**config.mk**
```make
export PLATFORM = sky130hd
export DESIGN_NAME = rst_sequencer
export DESIGN_NICKNAME = d
export VERILOG_FILES = /design/src/rtl/rst_sequencer.sv
export SDC_FILE = /design/constraint.sdc
export NUM_CORES = 1
export LEC_CHECK = 0
export BUFFER_PORTS_ARGS = -buffer_cell sky130_fd_sc_hd__buf_2
export CAP_MARGIN = 20
export CORE_ASPECT_RATIO = 1.25
export CORE_MARGIN = 4
export CORE_UTILIZATION = 50
export CTS_CLUSTER_DIAMETER = 50
export DETAILED_ROUTE_END_ITERATION = 12
export GPL_ROUTABILITY_DRIVEN = 1
export GPL_TIMING_DRIVEN = 0
export PLACE_DENSITY = 0.79
export REMOVE_ABC_BUFFERS = 1
export SLEW_MARGIN = 0
export SYNTH_ARGS = -nofsm -noshare
export SYNTH_HDL_FRONTEND = slang
export SYNTH_SLANG_ARGS = --single-unit
export TNS_END_PERCENT = 100
```
**constraint.sdc**
```tcl
create_clock -name clk -period 2.1 [get_ports clk]
set_input_delay 0.21 -clock clk [delete_from_list [all_inputs] [get_ports clk]]
set_output_delay 0.21 -clock clk [all_outputs]
set_load 0.05 [all_outputs]
```
**src/rtl/rst_sequencer.sv**
```systemverilog
// Staged reset-release sequencer: holds all channels, releases them one by one, then counts RUN cycles.
// Optional watchdog compiled in with `define RST_SEQ_WATCHDOG_EN.
module rst_sequencer #(
    parameter int unsigned NUM_CH      = 4,
    parameter int unsigned HOLD_CYCLES = 16,
    parameter int unsigned STAGGER     = 4,
    parameter int unsigned WDT_CYCLES  = 1024
) (
    input  logic              clk,
    input  logic              rst,
    input  logic              soft_rst_req,
    input  logic              wdt_kick,
    output logic [NUM_CH-1:0] ch_rst,
    output logic              all_released,
    output logic              seq_busy,
    output logic [31:0]       run_cycles,
    output logic              wdt_fired
);

    localparam int unsigned CntMax  = HOLD_CYCLES + NUM_CH * STAGGER;
    localparam int unsigned CntW    = $clog2(CntMax + 1);
    localparam int unsigned LastRel = HOLD_CYCLES + (NUM_CH - 1) * STAGGER;

    typedef enum logic [1:0] {
        StHold    = 2'd0,
        StRelease = 2'd1,
        StRun     = 2'd2
    } state_e;

    state_e              state_q, state_d;
    logic [CntW-1:0]     cnt_q, cnt_d;
    logic [NUM_CH-1:0]   ch_rst_q, ch_rst_d;
    logic                all_rel_q, all_rel_d;
    logic                seq_busy_q;
    logic [31:0]         run_q, run_d;
    logic                wdt_expire;

    // cnt_q holds the edge number within the current sequence; a restart edge counts as edge 1.
    always_comb begin
        state_d   = state_q;
        cnt_d     = cnt_q;
        ch_rst_d  = ch_rst_q;
        all_rel_d = all_rel_q;
        run_d     = run_q;
        if (soft_rst_req || wdt_expire) begin
            state_d   = StHold;
            cnt_d     = CntW'(1);
            ch_rst_d  = '1;
            all_rel_d = 1'b0;
            run_d     = '0;
        end else begin
            unique case (state_q)
                StHold, StRelease: begin
                    cnt_d = cnt_q + CntW'(1);
                    for (int unsigned k = 0; k < NUM_CH; k++) begin
                        if (cnt_d >= CntW'(HOLD_CYCLES + k * STAGGER)) begin
                            ch_rst_d[k] = 1'b0;
                        end
                    end
                    if (cnt_d == CntW'(LastRel)) begin
                        state_d   = StRun;
                        all_rel_d = 1'b1;
                    end else if (cnt_d >= CntW'(HOLD_CYCLES)) begin
                        state_d = StRelease;
                    end
                end
                StRun: begin
                    if (run_q != 32'hFFFF_FFFF) begin
                        run_d = run_q + 32'd1;
                    end
                end
                default: state_d = StHold;
            endcase
        end
    end

    always_ff @(posedge clk) begin
        if (rst) begin
            state_q    <= StHold;
            cnt_q      <= '0;
            ch_rst_q   <= '1;
            all_rel_q  <= 1'b0;
            seq_busy_q <= 1'b1;
            run_q      <= '0;
        end else begin
            state_q    <= state_d;
            cnt_q      <= cnt_d;
            ch_rst_q   <= ch_rst_d;
            all_rel_q  <= all_rel_d;
            seq_busy_q <= ~all_rel_d;
            run_q      <= run_d;
        end
    end

`ifdef RST_SEQ_WATCHDOG_EN
    localparam int unsigned WdtW = $clog2(WDT_CYCLES + 1);

    logic [WdtW-1:0] wdt_cnt_q, wdt_cnt_d;
    logic            wdt_fired_q, wdt_fired_d;

    // A kick in the expiry cycle suppresses the expiry.
    assign wdt_expire = (state_q == StRun) && (wdt_cnt_q == WdtW'(WDT_CYCLES)) && !wdt_kick;

    always_comb begin
        wdt_cnt_d   = '0;
        wdt_fired_d = wdt_fired_q | wdt_expire;
        if ((state_q == StRun) && !wdt_kick && !soft_rst_req &&
            (wdt_cnt_q != WdtW'(WDT_CYCLES))) begin
            wdt_cnt_d = wdt_cnt_q + WdtW'(1);
        end
    end

    always_ff @(posedge clk) begin
        if (rst) begin
            wdt_cnt_q   <= '0;
            wdt_fired_q <= 1'b0;
        end else begin
            wdt_cnt_q   <= wdt_cnt_d;
            wdt_fired_q <= wdt_fired_d;
        end
    end

    assign wdt_fired = wdt_fired_q;
`else
    logic unused_wdt_kick;
    assign unused_wdt_kick = wdt_kick;
    assign wdt_expire      = 1'b0;
    assign wdt_fired       = 1'b0;
`endif

    assign ch_rst       = ch_rst_q;
    assign all_released = all_rel_q;
    assign seq_busy     = seq_busy_q;
    assign run_cycles   = run_q;

endmodule

```
Word-level counts from Yosys, hierarchy flattened
Cells that the tools add are included.

Register bits: 46. Latch bits: 0. Memory bits (writable): 0. Bits in read-only memories: 0. Bits of input ports: 4. Word-level logic and storage cells: 41. Memories kept: 0.

Add/sub/neg operators: 2. Multipliers: 0. Divide/modulo/power cells: 0. $lt $le $gt $ge: 4. Equal/unequal tests: 5. Shift-type cells: 0. Multiplexer cells: 8. Bitwise gates (word level): 2. Reduce and logical (&&, ||, !) cells: 10.

Operators with widths (number): 32-bit by 1-bit adder with 32-bit output (second input constant) (1); 32-bit inequality test (second input constant) (1); 6-bit by 5-bit greater-or-equal comparator with 1-bit output (second input constant) (4); 2-bit AND reduction (6); 6-bit by 1-bit adder with 6-bit output (second input constant) (1); 6-bit by 5-bit equality test with 1-bit output (second input constant) (1); 1-bit two-way mux (5); 2-bit two-way mux (2); 2-bit one-hot mux with 2 select lines (1); 2-bit OR reduction (2); 3-bit inequality test (second input constant) (1); 2-bit by 1-bit equality test with 1-bit output (second input constant) (1); 2-bit equality test (second input constant) (1); 2-bit logical NOT (1); 1-bit NOT (2); 2-bit nonzero test (1).

Longest topological paths before layout
Gate-level depths: netlist of the first run.

Word-level depth: 6. Gate-level depth with buffers: 8. Depth with buffers taken out: 6.

Worst setup path before layout of the first run
Ideal clock, no wire load.

Path kind: register to register. Start: register run_q[0] (netlist: run_cycles[0]). End: register run_q[6] (netlist: run_cycles[6]). Setup time: 0.115 ns. Data arrival time: 2.352 ns. Slack: -0.367 ns. Stages on the path, launching flop included: 9. Buffers on the path: 2. Path through: dfxtp_1 -> ha_1 -> nand3_1 -> nor4_2 -> and3b_2 -> clkbuf_1 -> buf_2 -> nor4_1 -> o21a_1.

Cells in the longest elaborated chain, start to end: 2. Elaborated cells on any way between the ends: 3. Those cells by class: add/sub (1); eq/ne (1); reduce/logical (1).

Ends and longest elaborated chain: start, declared (RTL line 35) `logic [31:0] run_q, run_d;`; start signal, assigned (RTL line 91) `run_q <= run_d;`; parallel branches: the longest is 2 deep, another holds 32-bit by 1-bit adder with 32-bit output.

Parallel ways; which one is timed is not known. A chain may end at the register's enable or synchronous reset.

Worst setup path in the final report of the first run
Start: register run_q[15] (netlist: run_cycles[15]). End: register run_q[30] (netlist: run_cycles[30]).

The elaborated chain is that of the path after synthesis.

==> results of run 1 <==
[layout by cell type (no fill, tap or decap), types with 3 or more instances in the layout]
cell type   n
buf_2      40
dfxtp_1    38
a21oi_1    27
nor2_1     27
o21ai_0    24
nand2_1    20
or3_1      18
nand4_1    14
nand3_1    13
or4_1       9
xnor2_1     8
inv_1       7
o31ai_1     7
dfxtp_2     7
and4_1      5
clkbuf_8    5
buf_4       5
and3_1      4
nor4_1      4
nor2b_1     3
mux2i_1     3
a2111oi_0   3
[cells in the mapped netlist, drive strengths merged (3+ instances only)]
| library cell | instances | area, um2 |
|---|---|---|
| dfxtp | 46 | 920.9 |
| a2111oi | 4 | 35.03 |
| clkbuf | 13 | 48.80 |
| and3 | 6 | 37.54 |
| nand2 | 20 | 75.07 |
| nand3 | 15 | 75.07 |
| xnor2 | 8 | 70.07 |
| a21oi | 27 | 135.1 |
| mux2i | 3 | 30.03 |
| inv | 7 | 26.28 |
| and2 | 4 | 25.03 |
| and4 | 7 | 63.81 |
| nor2b | 4 | 25.02 |
| nor4 | 5 | 37.53 |
| nand4 | 15 | 108.9 |
| nor2 | 27 | 101.4 |
| buf | 8 | 42.54 |
| or4 | 11 | 82.58 |
| o21ai | 24 | 120.1 |
| o31ai | 7 | 52.55 |
| or3 | 18 | 112.6 |
[area by class of cell]
| type | instances | area (um2) | share of cell area, % |
|---|---|---|---|
| Clock buffer | 7 | 76.32 | 2.737 |
| Clock inverter | 1 | 30.03 | 1.077 |
| Inverter | 7 | 26.28 | 0.9421 |
| Multi-Input combinational cell | 224 | 1413 | 50.65 |
| Sequential cell | 46 | 933.4 | 33.47 |
| Tap cell | 58 | 72.57 | 2.602 |
| Timing Repair Buffer | 45 | 237.7 | 8.524 |
[per-stage QoR]
step	hold WS [ns]	util (%)	power [W]	cells
6_report	0.1115	62.07	0.001570	388
3_5_place_dp	0.4291	56.98	0.0009353	374
3_3_place_gp	0.4241	56.98	0.0009347	374
2_1_floorplan	0.2824	-	0.0009233	276
4_1_cts	0.1081	61.10	0.001585	387
5_1_grt	0.1286	62.07	0.001619	388
[layer usage]
metal	vias to the layer above	track usage, %
met1	1092	23.23
li1	1164	-
met5	-	0
met3	5	4.502
met4	0	7.317
met2	54	35.85
[worst max path at each step]
stage / from / endpoint / slack [ns]
finish: run_cycles[15] / run_cycles[30] / 0.04
global route: run_cycles[15] / run_cycles[30] / -0.05
CTS: run_cycles[0] / run_cycles[30] / 0.002
detailed placement: state_q[1] / run_cycles[30] / -0.82
global placement: state_q[1] / run_cycles[30] / -0.78
floorplan: run_cycles[0] / run_cycles[11] / -0.31
[sequential cells by signal, summed over array words and instances (netlist names)]
| register | flops |
|---|---|
| all_released | 1 |
| state_q | 2 |
| seq_busy | 1 |
| run_cycles | 32 |
| cnt_q | 6 |
| ch_rst | 4 |
[report_power, final]
group	total [W]	leakage, nW	internal [W]	switching, W
clock network	0.000657	0.0524	0.000356	0.000300
registers	0.000876	0.375	0.000872	0.00000305
logic	0.0000382	0.599	0.00000937	0.0000288
[what timing repair did]
| item | in CTS | in global routing |
|---|---|---|
| gates cloned | 1 | 0 |
| pin swaps | 2 | 1 |
| resized for setup | 14 | 14 |
| setup buffers | 4 | 1 |
| endpoints found under the setup margin | 29 | 26 |
[logic make-up (layout without fill, tap and decap cells)]
family	count (synthesis)	in the layout	share of synthesized area, %
compound gates	72	72	17.99
xor+xnor	9	9	3.314
fa+ha+maj	2	2	1.052
buf+inv	28	60	4.945
flops	46	46	38.72
mux	3	3	1.263
other cells	1	1	0.1577
simple gates	136	137	32.56
[critical path: cells and delay by family, from the launching register on]
| kind | cells | cell delay, ns |
|---|---|---|
| and+or+nand+nor | 4 | 1.45 |
| AOI/OAI and AO/OA | 1 | 0.14 |
| DFF | 1 | 0.39 |
==> run_results.csv, run 1 <==
group,metric,value,unit
outcome,status,"finished clean",
critical_path,critPathSlowestCell,"or4_4",
critical_path,reg2reg_from,"run_cycles[15]",
sta,final.period_utilization,97.88,%
drt,drt_iter0_markers,222,
critical_path,cp_cell_sequence,"and4_4 -> nand4_4 -> or4_4 -> or4_1 -> a21oi_1",
drt,routed_via_density,5.966,
critical_path,crit_required,2.34,ns
sta,setup_viol,0,
synth,ys_types,42,
sta,setup_tns,0,ns
place,placed_cell_area,0.002560,mm2
drt,wl_met3,301,um
sta,max_freq,0.4865,GHz
drt,dr.pass1.iters,4,
global_routing,antenna_found_initial,0,
power,vdd_ir_drop_max,412.7,uV
critical_path,r2r_slack,0.04,ns
hold_path,hp-class,"in -> reg",
place,place.gp.congestion,0.8892,
place,post-dp-hpwl,3828,um
floorplanning,die_x,69.69,um
clock_tree,htree_levels,2,
critical_path,worstReg2RegEnd,"run_cycles[30]",
clock_tree,insertion_delay,0.31,ns
synth,async_flop_share,0,%
sta,tightest_slew,0.7535,ns
drt,maxUsedRoutingLayer,"met4",
drt,wl_met1,2509,um
drt,wirelength,5962,um
global_routing,grt_max_degree,39,
global_routing,grt.total_usage,20.00,%
layout,final_nets,335,
critical_path,reg2reg_depth,5,
synth,synth_warnings,0,
critical_path,cpPeakStageDelay,0.60,ns
hold_path,worstHoldStart,"rst",
clock_tree,cts_hold_buf,0,
layout,drive_above_1_share,23.33,%
critical_path,worstPathMaxFanout,7,
clock_tree,clk_pin_slew,0.09,ns
clock_tree,cts_max_path_buffers,2,
synth,synth_edf_count,0,
clock_tree,clkSinkCount,46,
critical_path,crit_path_end_kind,"register",
floorplanning,io_pins,43,
layout,post-route-cell-area,0.002789,mm2
synth,ys.flop_type,"dfxtp_1",
sta,final-hold-violation-count,0,
synth,syn_area,0.002379,mm2
sta,fin_crit,2.055,ns
critical_path,start_kind,"register",
sta,setup_slack,0.04459,ns
layout,antenna_cells,0,
floorplanning,die_h,85.11,um
synth,yosysSeqAreaShare,38.72,%
layout,area_delta_synth_final,17.25,%
power,leakagePower,1.027,nW
place,io_buffers,40,
global_routing,grt_pass1_wl,9873,um
drt,vias,2315,
drt,post_drt_wl_per_cell,15.37,um
place,place_ws,-0.8168,ns
drt,wl_met2,3072,um
hold_path,holdPathEnd,"cnt_q[0]",
floorplanning,core_area,0.004493,mm2
sta,slew_violations,0,
drt,route.detailed.drc,0,
flow_run,cap_violations,0,
clock_tree,cts_root_buf,"clkbuf_8",
clock_tree,cts_tree,"built",
power,p_per_area,563.0,mW/mm2
hold_path,worst_hold_path.num_cells,2,
synth,ys_ff_latch,46,
global_routing,grt_pass1_vias,2135,
floorplanning,start_util,52.94,%
floorplanning,fp-row-count,27,
layout,fillers,409,
sta,skew,0.005549,ns
synth,synthCells,297,
critical_path,crit_type,"reg -> reg",
sta,relSlewSlack,49.77,%
drt,drtAntennaViolNets,0,
critical_path,crit_arrival,2.29,ns
synth,avgSynthCellArea,8.009,um2
global_routing,grt_overflow,0,
clock_tree,cts_buffers,5,
sta,rsz0062_at_grt,"true",
floorplanning,design.die.area,0.005931,mm2
Power figures use the tool's default switching activity.
==> inputs of run 2 (changes only) <==
- PLACE_DENSITY: 0.79 -> 0.76
==> run 2 against run 1 <==
Against the previous run: register-to-register slack about the same; count of clock-buffer cells in the layout shrank 2; global-route usage fell by 0.52 points; sequential power about the same; cell count up 0.26%; largest power group unchanged; setup slack better by 0.0079 ns; core utilization is 1.1 points higher; final area rose by 1.8%; sequential cell count unchanged; clock power shrank 1%; sequential share of layout area down 0.38 points.
==> run_results.csv, run 2 (synthesized netlist as in run 1, its figures left out) <==
group,metric,value,unit
place,post-dp-hpwl,3825,um
layout,post-route-cell-area,0.002840,mm2
clock_tree,clk_pin_slew,0.09,ns
sta,fin_crit,2.047,ns
critical_path,crit_path_end_kind,"register",
layout,largest_reg_flops,32,
hold_path,hp-class,"in -> reg",
critical_path,crit_required,2.32,ns
layout,antenna_cells,0,
sta,setup_slack,0.05251,ns
global_routing,grt.total_usage,19.49,%
global_routing,grt_pass1_wl,9722,um
clock_tree,cts_root_buf,"clkbuf_8",
clock_tree,cts_hold_buf,0,
critical_path,start_kind,"register",
global_routing,grt_pass1_vias,2075,
power,power,0.001562,W
critical_path,r2r_slack,0.05,ns
sta,setup_tns,0,ns
sta,relSlewSlack,50.64,%
global_routing,use_met2,35.59,%
clock_tree,htree_levels,2,
place,place_ws,-0.8427,ns
hold_path,worstHoldStart,"rst",
sta,setup_viol,0,
power,p_per_area,550.1,mW/mm2
clock_tree,insertion_delay,0.30,ns
layout,drive_above_1_share,25.38,%
clock_tree,cts_buffers,5,
drt,drt_iter0_markers,210,
critical_path,crit_arrival,2.27,ns
floorplanning,die_x,69.69,um
sta,max_freq,0.4884,GHz
drt,wirelength,5769,um
place,place.gp.congestion,0.8879,
layout,mostFrequentLayoutCell,"buf_2",
place,placed_cell_area,0.002560,mm2
layout,area_delta_synth_final,19.41,%
critical_path,reg2reg_depth,5,
global_routing,met1_usage,23.67,%
sta,slew_violations,0,
drt,post_drt_wl_per_cell,14.83,um
global_routing,grt_overflow,0,
global_routing,met3_usage,3.081,%
floorplanning,die_h,85.11,um
drt,routed_via_density,6.003,
sta,skew,0.005380,ns
layout,mostFrequentLayoutCells,"buf_2, dfxtp_1, a21oi_1, nor2_1, o21ai_0",
sta,rsz0062_at_grt,"true",
outcome,status,"finished clean",
floorplanning,io_pins,43,
floorplanning,core_area,0.004493,mm2
power,leakagePower,1.043,nW
critical_path,reg2reg_from,"run_cycles[12]",
hold_path,holdPathEnd,"cnt_q[0]",
clock_tree,cts_tree,"built",
sta,final.period_utilization,97.50,%
global_routing,antenna_found_initial,0,
drt,dr.pass1.iters,4,
drt,route.detailed.drc,0,
floorplanning,start_util,52.94,%
global_routing,top_usage_layer,"met2",
critical_path,worstPathMaxFanout,7,
drt,drtAntennaViolNets,0,
sta,tightest_slew,0.7377,ns
sta,final-hold-violation-count,0,
layout,final_nets,336,
critical_path,worstReg2RegEnd,"run_cycles[30]",
hold_path,worst_hold_path.num_cells,2,
place,io_buffers,40,
floorplanning,design.die.area,0.005931,mm2
floorplanning,fp-row-count,27,
drt,vias,2335,
global_routing,grt_max_degree,39,
flow_run,cap_violations,0,
power,vdd_ir_drop_max,366.9,uV
clock_tree,cts_max_path_buffers,2,
critical_path,crit_type,"reg -> reg",
clock_tree,clkSinkCount,46,
## run 2: changes by cell type in the layout (fill, tap and decap cells not counted), moves of 2 or more
cell	before	now
clkbuf_1	2	0
clkinv_2	0	2
dfxtp_1	38	35
dfxtp_2	7	9
## run 2: timing repair
action / 4_1_cts / 5_1_grt
pin swaps: 2 / 2
setup buffers: 1 / 5
gates cloned: 1 / 0
endpoints found under the setup margin: 30 / 27
gates resized for setup: 12 / 24
## run 2: worst max-delay path by stage
stage	endpoint	slack (ns)	start
final	run_cycles[30]	0.05	run_cycles[12]
after global routing	run_cycles[30]	-0.08	run_cycles[16]
after CTS	run_cycles[25]	-0.02	run_cycles[0]
after detailed placement	run_cycles[30]	-0.84	state_q[1]
after global placement	run_cycles[30]	-0.85	state_q[1]
after floorplan	run_cycles[11]	-0.31	run_cycles[0]
## run 2: metrics by stage
| step | hold WS (ns) | cells | utilization, % |
|---|---|---|---|
| finish | 0.1206 | 389 | 63.21 |
| global route | 0.1259 | 389 | 63.21 |
| CTS | 0.1122 | 384 | 60.60 |
| detailed placement | 0.4344 | 374 | 56.98 |
| global placement | 0.4253 | 374 | 56.98 |
| floorplan | 0.2824 | 276 | - |
## run 2: final cells by class
cell class	count	area (um2)
clock buffers	5	68.82
clock inverters	3	40.04
fillers	401	1653
inverters	7	26.28
multi-input cells	224	1431
flip-flops and latches	46	939.7
well taps	58	72.57
repair buffers	46	261.5
## run 2: where the power goes
part	total (W)	internal, W	switching (W)	leakage (nW)
combinational	0.0000380	0.00000942	0.0000286	0.608
clock	0.000650	0.000350	0.000299	0.0579
sequential	0.000875	0.000871	0.00000333	0.377
## run 2: worst max-delay path, stage by stage (launching register included)
cell and delay (ns):
dfxtp_1 0.39, and3_4 0.26, nand4_4 0.15, or4_4 0.60
or4_1 0.42, a21oi_1 0.15
## run 2: metal layers
| layer | vias up | wire (um) |
|---|---|---|
| li1 | 1163 | - |
| met1 | 1095 | 2417 |
| met2 | 69 | 2991 |
| met3 | 8 | 293 |
| met4 | 0 | 66 |
| met5 | - | 0 |
==> inputs of run 3 (changes only) <==
- BUFFER_PORTS_ARGS: -buffer_cell sky130_fd_sc_hd__buf_2 -> not set
- CORE_ASPECT_RATIO: 1.25 -> 0.8
- CORE_UTILIZATION: 50 -> 56
- DONT_BUFFER_PORTS: not set -> 1
- PLACE_DENSITY: 0.76 -> 0.74
==> run 3 against run 2 <==
Against the previous run: the run now ends with setup timing left; critical path depth is the same; clock skew rose by 0.0015 ns; register-to-register slack lost 0.09 ns; clock power is 15% lower; sequential share of layout area increased by 4.6 points; cell count shrank 11%; global-route usage increased by 3.3 points; critical path type unchanged; core utilization is 5.3 points higher; non-clock buffer count is 38 lower; maximum frequency decreased by 4.2%.
==> run_results.csv, run 3 (synthesized netlist as in run 1, its figures left out) <==
group,metric,value,unit
layout,post-route-cell-area,0.002708,mm2
critical_path,start_kind,"register",
sta,whs,0.04045,ns
layout,antenna_cells,0,
clock_tree,insertion_delay,0.30,ns
drt,route.detailed.drc,0,
floorplanning,fp-row-count,20,
layout,fillers,333,
clock_tree,clkSinkCount,46,
clock_tree,clk_pin_slew,0.08,ns
sta,setup_viol,1,
floorplanning,design.die.area,0.005361,mm2
layout,final_nets,298,
outcome,status,"complete, but fails checks",
global_routing,grt_pass1_vias,1913,
sta,final-hold-violation-count,0,
global_routing,grt_max_degree,39,
sta,rsz0062_at_grt,"true",
critical_path,critPathSlowestCell,"or4_4",
flow_run,cap_violations,0,
global_routing,met3_usage,8.719,%
clock_tree,cts_root_buf,"clkbuf_8",
global_routing,use_met2,34.43,%
drt,wirelength,5942,um
critical_path,crit_arrival,2.36,ns
layout,area_delta_synth_final,13.83,%
hold_path,hp-class,"in -> reg",
power,vdd_ir_drop_max,483.5,uV
clock_tree,cts_tree,"built",
clock_tree,cts_max_path_buffers,2,
layout,mostFrequentLayoutCells,"a21oi_1, nor2_1, dfxtp_4, o21ai_0, nand2_1",
sta,skew,0.006894,ns
critical_path,crit_type,"reg -> reg",
power,leakagePower,0.8467,nW
global_routing,grt_overflow,0,
critical_path,cpPeakStageDelay,0.60,ns
drt,dr.pass1.iters,4,
sta,slew_violations,0,
place,place_ws,-0.8784,ns
place,place.gp.congestion,0.8075,
sta,final.period_utilization,101.7,%
floorplanning,io_pins,43,
layout,drive_above_1_share,22.18,%
floorplanning,core_area,0.003954,mm2
layout,multi_input_area,0.001439,mm2
sta,max_freq,0.4680,GHz
clock_tree,htree_levels,2,
floorplanning,die_h,66.29,um
floorplanning,start_util,60.16,%
global_routing,top_usage_layer,"met2",
global_routing,grt_pass1_wl,9515,um
outcome,violations,"setup timing",
drt,drt_iter0_markers,210,
power,p_per_area,530.2,mW/mm2
global_routing,met1_usage,30.78,%
drt,vias,2212,
sta,relSlewSlack,49.97,%
clock_tree,cts_buffers,5,
drt,post_drt_wl_per_cell,17.07,um
global_routing,grt.total_usage,22.80,%
sta,setup_slack,-0.03655,ns
place,post-dp-hpwl,3695,um
place,placed_cell_area,0.002356,mm2
drt,drtAntennaViolNets,0,
critical_path,crit_path_end_kind,"register",
layout,seq_area,0.001020,mm2
critical_path,worstPathMaxFanout,7,
floorplanning,die_x,80.87,um
critical_path,cp_cell_sequence,"and4_4 -> nand4_4 -> or4_4 -> or4_1 -> a21oi_1",
place,io_buffers,0,
sta,fin_crit,2.137,ns
critical_path,crit_required,2.32,ns
drt,routed_via_density,6.356,
sta,tightest_slew,0.7504,ns
layout,largest_reg_flops,32,
global_routing,antenna_found_initial,0,
==> run 3: path summary, 6_finish.rpt <==
kind	from	endpoint	slack, ns	depth (start not counted)
setup / recovery	run_cycles[13]	run_cycles[30]	-0.04	5
hold / removal	soft_rst_req	cnt_q[0]	0.04	2
setup reg to reg	run_cycles[13]	run_cycles[30]	-0.04	5
hold reg to reg	state_q[0]	state_q[0]	0.55	2
==> run 3: final cells by class <==
cell class,count,share of cell area [%]
Multi-Input combinational cell,224,53.14
Clock buffer,7,3.189
Timing Repair Buffer,8,2.311
Inverter,7,0.9704
Sequential cell,46,37.66
Tap cell,55,2.542
Clock inverter,1,0.1848
==> run 3: metrics by stage <==
step / std cells / TNS, ns / utilization [%] / total power, W
floorplan: 276 / -6.011 / - / 0.0009233
global placement: 331 / -17.72 / 59.59 / 0.0009317
global route: 348 / -0.4937 / 68.48 / 0.001496
detailed placement: 331 / -18.35 / 59.59 / 0.0009321
finish: 348 / -0.03655 / 68.48 / 0.001436
CTS: 342 / -0.04155 / 66.27 / 0.001455
==> run 3: per-layer routing <==
layer  routed length (um)  vias to the layer above
met2                 2684                       72
met5                    0                        -
met1                 2750                     1032
met3                  471                        5
li1                     -                     1103
met4                   36                        0
==> run 3: repair_timing <==
action / CTS / global route
gates resized for setup: 66 / 13
pin swaps: 1 / 5
gates cloned: 1 / 0
endpoints found under the setup margin: 32 / 28
buffers inserted: 1 / 6
hold buffers: 1 / 0
endpoints found under the hold margin: 1 / 0
==> run 3: critical path, delay by kind of cell (launching register included) <==
family	cells	cell delay [ns]
DFF	1	0.48
AOI/OAI and AO/OA	1	0.14
and+or+nand+nor	4	1.44
==> run 3: power by group <==
part	internal, W	leakage (nW)	switching, W
combinational	0.00000935	0.404	0.0000270
clock	0.000266	0.0482	0.000288
sequential	0.000843	0.394	0.00000312
